File: src/rtl/img_play_ctrl.sv
// Frame playback controller: raster timing + pixel-store read addressing, emits aligned vs/de/data.
// Latency: 3 cycles from raster position to vs/de/data; frame_done and busy are registered state flags.
// Backpressure: none; downstream must accept every cycle; stop takes effect only at a frame boundary.
//
// Ports:
//   clk, rst        clock, synchronous active-high reset
//   start, stop     single-cycle control pulses (stop wins if both arrive in IDLE)
//   cfg_frames      number of frames to play, latched on an accepted start (0 = continuous)
//   rd_en, rd_addr  pixel store read strobe / address; rd_data returns one cycle later
//   vs, de, data    aligned output stream; data is forced to 0 whenever de is low
//   frame_done      high on the last cycle of every played frame
//   busy            high while running or draining
module img_play_ctrl #(
    parameter int ACTIVE_IW = 640,
    parameter int ACTIVE_IH = 480,
    parameter int TOTAL_IW  = 800,
    parameter int TOTAL_IH  = 525,
    parameter int H_START   = 143,
    parameter int V_START   = 34,
    parameter int VS_LEN    = 2,
    parameter int AW        = 19
) (
    input  logic          clk,
    input  logic          rst,
    input  logic          start,
    input  logic          stop,
    input  logic [7:0]    cfg_frames,
    output logic          rd_en,
    output logic [AW-1:0] rd_addr,
    input  logic [15:0]   rd_data,
    output logic          vs,
    output logic          de,
    output logic [15:0]   data,
    output logic          frame_done,
    output logic          busy
);

    localparam int HW = $clog2(TOTAL_IW);
    localparam int VW = $clog2(TOTAL_IH);
    localparam logic [AW-1:0] ADDR_LAST = AW'(ACTIVE_IW * ACTIVE_IH - 1);

    typedef enum logic [1:0] {
        IDLE  = 2'd0,
        RUN   = 2'd1,
        DRAIN = 2'd2
    } state_t;

    state_t        state;
    logic [HW-1:0] hcnt;
    logic [VW-1:0] vcnt;
    logic [7:0]    frames_cfg;
    logic [7:0]    frame_cnt;
    logic          stop_pending;
    logic [1:0]    drain_cnt;
    logic          vs_raw;
    logic          rd_en_d1;
    logic          vs_d1;

    logic h_last;
    logic h_prelast;
    logic v_last;
    logic in_active;
    logic last_frame;

    assign h_last    = (int'(hcnt) == TOTAL_IW - 1);
    assign h_prelast = (int'(hcnt) == TOTAL_IW - 2);
    assign v_last    = (int'(vcnt) == TOTAL_IH - 1);
    assign in_active = (int'(hcnt) >= H_START) && (int'(hcnt) < H_START + ACTIVE_IW) &&
                       (int'(vcnt) >= V_START) && (int'(vcnt) < V_START + ACTIVE_IH);
    // frame_cnt counts completed frames, so the frame now ending is frame_cnt+1
    assign last_frame = (frames_cfg != 8'd0) && ((frame_cnt + 8'd1) == frames_cfg);

    always_ff @(posedge clk) begin
        if (rst) begin
            state        <= IDLE;
            hcnt         <= '0;
            vcnt         <= '0;
            frames_cfg   <= '0;
            frame_cnt    <= '0;
            stop_pending <= 1'b0;
            drain_cnt    <= '0;
            rd_en        <= 1'b0;
            rd_addr      <= '0;
            vs_raw       <= 1'b0;
            rd_en_d1     <= 1'b0;
            vs_d1        <= 1'b0;
            vs           <= 1'b0;
            de           <= 1'b0;
            data         <= '0;
            frame_done   <= 1'b0;
            busy         <= 1'b0;
        end else begin
            // Output pipeline runs in every state so DRAIN can flush it.
            rd_en_d1 <= rd_en;
            de       <= rd_en_d1;
            data     <= rd_en_d1 ? rd_data : 16'h0000;
            vs_d1    <= vs_raw;
            vs       <= vs_d1;

            rd_en      <= 1'b0;
            vs_raw     <= 1'b0;
            frame_done <= 1'b0;

            case (state)
                IDLE: begin
                    hcnt         <= '0;
                    vcnt         <= '0;
                    rd_addr      <= '0;
                    drain_cnt    <= '0;
                    stop_pending <= 1'b0;
                    if (start && !stop) begin
                        frames_cfg <= cfg_frames;
                        frame_cnt  <= '0;
                        state      <= RUN;
                        busy       <= 1'b1;
                    end
                end

                RUN: begin
                    rd_en  <= in_active;
                    vs_raw <= (int'(vcnt) >= VS_LEN);
                    // Registered one cycle early so the pulse lines up with the frame-end cycle.
                    frame_done <= h_prelast && v_last;

                    if (rd_en) begin
                        rd_addr <= (rd_addr == ADDR_LAST) ? '0 : rd_addr + AW'(1);
                    end

                    if (stop) begin
                        stop_pending <= 1'b1;
                    end

                    if (h_last) begin
                        hcnt <= '0;
                        vcnt <= v_last ? '0 : vcnt + VW'(1);
                    end else begin
                        hcnt <= hcnt + HW'(1);
                    end

                    if (h_last && v_last) begin
                        rd_addr   <= '0;
                        frame_cnt <= frame_cnt + 8'd1;
                        // A stop sampled on this very cycle still ends the current frame.
                        if (stop_pending || stop || last_frame) begin
                            state        <= DRAIN;
                            stop_pending <= 1'b0;
                            drain_cnt    <= '0;
                        end
                    end
                end

                DRAIN: begin
                    hcnt <= '0;
                    vcnt <= '0;
                    // Three cycles let the last position's vs/de/data reach the outputs.
                    if (drain_cnt == 2'd2) begin
                        state <= IDLE;
                        busy  <= 1'b0;
                    end else begin
                        drain_cnt <= drain_cnt + 2'd1;
                    end
                end

                default: begin
                    state <= IDLE;
                    busy  <= 1'b0;
                end
            endcase
        end
    end

endmodule

File: config.mk
export PLATFORM = sky130hd
export DESIGN_NAME = img_play_ctrl
export DESIGN_NICKNAME = d
export VERILOG_FILES = /design/src/rtl/img_play_ctrl.sv
export SDC_FILE = /design/constraint.sdc
export NUM_CORES = 1
export LEC_CHECK = 0
export CAP_MARGIN = 20
export CELL_PAD_IN_SITES_DETAIL_PLACEMENT = 1
export CELL_PAD_IN_SITES_GLOBAL_PLACEMENT = 1
export CORE_ASPECT_RATIO = 1.1
export CORE_MARGIN = 2
export CORE_UTILIZATION = 36
export CTS_BUF_LIST = sky130_fd_sc_hd__clkbuf_8 sky130_fd_sc_hd__clkbuf_16
export CTS_CLUSTER_DIAMETER = 120
export DETAILED_ROUTE_END_ITERATION = 12
export PLACE_DENSITY = 0.72
export SLEW_MARGIN = 15
export SYNTH_ARGS = -nofsm -noshare
export SYNTH_HDL_FRONTEND = slang
export SYNTH_SLANG_ARGS = --single-unit
File: constraint.sdc
create_clock -name clk -period 2.2 [get_ports clk]
set_input_delay 0.44 -clock clk [delete_from_list [all_inputs] [get_ports clk]]
set_output_delay 0.44 -clock clk [all_outputs]
set_load 0.02 [all_outputs]
==> flow_metrics.tcl <==
set metrics [dict create \
    clk_pin_slew_ps 70 \
    clock_path_buffers 2 \
    post_dp_cell_area_um2 5150 \
    synthTopCellsByCount "dfxtp_1, nor2_1, a21oi_1" \
    drv_cap 0 \
    vdd_drop_max_mv 0.312 \
    portBuffers 67 \
    synth-compound-area-share_pct 15.1 \
    finalWirelength_mm 11.8 \
    syn_avg_cell_area_um2 8.81 \
    yosysWarnings 0 \
    root_buffer "clkbuf_16" \
    finalSetupViolCount 0 \
    clock_sinks 84 \
    holdCritPathClass "flip-flop to flip-flop" \
    ant_nets 0 \
    slowest_stage "dfxtp_2" \
    synth-edff-count 0 \
    fp.dieArea_um2 12200 \
    dr_total_vias 3841 \
    fin_cells 717 \
    grt_pass1_vias 3869 \
    gr-total-overflow 0 \
    design_area_um2 5610 \
    drc_errors 0 \
    antenna_found_initial 0 \
    die_w_um 105 \
    slew_viol_final 0 \
    crit_type "flip-flop to flip-flop" \
    drt_iter0_drc 145 \
    cpPeakStageDelay_ps 340 \
    grt_pass1_wl_mm 19.0 \
    fin_nets 601 \
    ctsHoldBuffers 0 \
    globalRouteTotalUtil_pct 19.3 \
    grt_setup_unrepaired "yes" \
    p_leak_uw 0.00199 \
    dp_cells 694 \
    cp_max_fo 4 \
    wire_per_inst_um 16.5 \
    synth_top_area_share_pct 41.3 \
    worst_pin_slew_ps 851 \
    yosys-top-cells-area "dfxtp_1, nor2_1, a21oi_1" \
    place_hpwl_mm 8.58 \
    worstPathArrival_ps 2440 \
    diodes 0 \
    syn_nets 498 \
    tns_ps 0 \
    hold_violations 0 \
    synth-seq-cells 84 \
    period_needed_ps 2170 \
    start_kind "flip-flop" \
    drtPass1Iterations 4 \
    synthXorXnorAreaFrac_pct 6.89 \
    critPathRequiredTime_ps 2470 \
    rows 40 \
    io_pins 68 \
    yosys.area_share.adder_pct 2.46 \
    core_um2 11000 \
    critical_path.cell_chain "inv_2, ha_1, nand4_1, buf_4, nor4_4, buf_4, a21oi_1, nor2_2, nand3b_1, a21oi_1" \
    maxSlewHeadroom_pct 43.1 \
    finalWeightedCongestion 0.875 \
    grt_start_max_net_pins 23 \
    synthCells 462 \
    worst_slack_ps 32.9 \
    outcome "completed" \
    synth_most_common_cell "dfxtp_1" \
    yosys.area.top_type "dfxtp_1" \
    cts_tree "done" \
    vias_per_cell 5.36 \
    drive_above_1_share_pct 17.9 \
    clk_latency_ps 340 \
    dp_slack_ps -111 \
    fmax_ghz 0.461 \
    cts-buffers-inserted 9 \
    yosysSeqAreaShare_pct 41.3 \
    end_kind "flip-flop" \
    synth-simple-area-share_pct 30.4 \
    dieHeight_um 116 \
    netlist_area_um2 4070 \
    async_reset_ff_share_pct 0 \
    synth_flop_cell "dfxtp_1" \
    post-route-period-util_pct 98.5 \
    powerDensity_nw_per_um2 651 \
    ys_types 60 \
    synthMuxAreaShare_pct 0.523 \
    initial_core_util_pct 37.1 \
    htreeDepth 3 \
    synth_top_family_by_area "simple AND/OR/NAND/NOR gates" \
    syn_to_final_growth_pct 37.9 \
    skew_ps 6.05 \
]
-- worst paths after layout --
kind	cells past startpoint	slack [ps]	to	from
worst min-delay path	1	440	vs	vs_d1
worst min register to register	1	440	vs	vs_d1
worst max-delay path	10	30	frame_cnt[2]	vcnt[0]
worst max register to register	10	30	frame_cnt[2]	vcnt[0]
-- metrics by stage --
step | hold WS (ps) | util (%) | total power [uW]
6_report | 438 | 51.2 | 3650
5_1_grt | 454 | 51.2 | 3810
4_1_cts | 444 | 50.0 | 3670
3_5_place_dp | 429 | 47.0 | 2070
3_3_place_gp | 422 | 47.0 | 2060
2_1_floorplan | 414 | - | 1880
-- power by group --
part,switching [uW],internal [uW]
clock,682,900
sequential,29.2,1550
combinational,280,210
-- layer usage --
metal | share of wire, % | vias to the layer above | GRT usage, % | wire length (um)
met5 | 0 | - | 0 | 0
met4 | 0.99 | 0 | 6.40 | 117
met3 | 2.5 | 9 | 3.60 | 300
met2 | 52 | 56 | 34.2 | 6190
met1 | 44 | 1920 | 23.8 | 5240
li1 | - | 1856 | - | -
-- layout make-up --
cell class / count / area [um^2]
Clock inverter: 7 / 83.8
Inverter: 8 / 30.0
Timing Repair Buffer: 114 / 1050
Fill cell: 1262 / 5350
Tap cell: 147 / 184
Multi-Input combinational cell: 348 / 2350
Sequential cell: 84 / 1690
Clock buffer: 9 / 225
-- cell usage in the layout (no fill, tap or decap), types with 3 or more instances in the layout --
master	netlist	layout
a21oi_1	38	37
a311oi_1	4	4
a31oi_1	3	3
and2_1	21	21
and3_1	6	6
and4_1	4	4
buf_4	0	45
clkbuf_16	0	9
clkdlybuf4s50_1	0	67
dfxtp_1	84	80
dfxtp_2	0	4
ha_1	8	6
inv_1	8	7
nand2_1	34	34
nand2b_1	7	7
nand3_1	15	13
nand3b_1	4	4
nand4_1	7	7
nand4b_1	4	4
nor2_1	51	49
nor2b_1	9	9
nor3_1	10	10
nor3b_1	3	3
nor4_1	3	3
nor4_2	5	5
nor4_4	3	3
nor4b_1	5	3
o2111ai_1	4	4
o211ai_1	3	3
o21ai_0	18	17
o31ai_1	4	4
or3_1	9	8
xnor2_1	18	18
xor2_1	14	14
-- repair_timing --
item                                   CTS  global route
pin swaps                                1             5
resized for setup                        4            18
setup endpoints to repair                2            35
buffers inserted                         0             7
endpoints found under the hold margin    0             0
-- worst max-delay path, delay by kind of cell, from the launching register on --
kind / cells / cell delay, ps
AOI/OAI and AO/OA: 2 / 300
DFF: 1 / 340
and+or+nand+nor: 4 / 840
adders and majority gates: 1 / 140
buffers and inverters: 3 / 470
-- registers in the layout (all words and copies together) (netlist names), 2 cells and up --
register / count
rd_addr: 19
frames_cfg: 8
hcnt: 10
frame_cnt: 8
data: 16
state: 2
drain_cnt: 2
vcnt: 10
-- cell families (layout without fill, tap and decap cells) --
family | Yosys count | count (layout)
fa+ha+maj | 8 | 8
buf+inv | 30 | 138
compound gates | 94 | 94
xor+xnor | 32 | 32
flops | 84 | 84
simple gates | 212 | 212
mux | 2 | 2
Power figures use the tool's default switching activity.
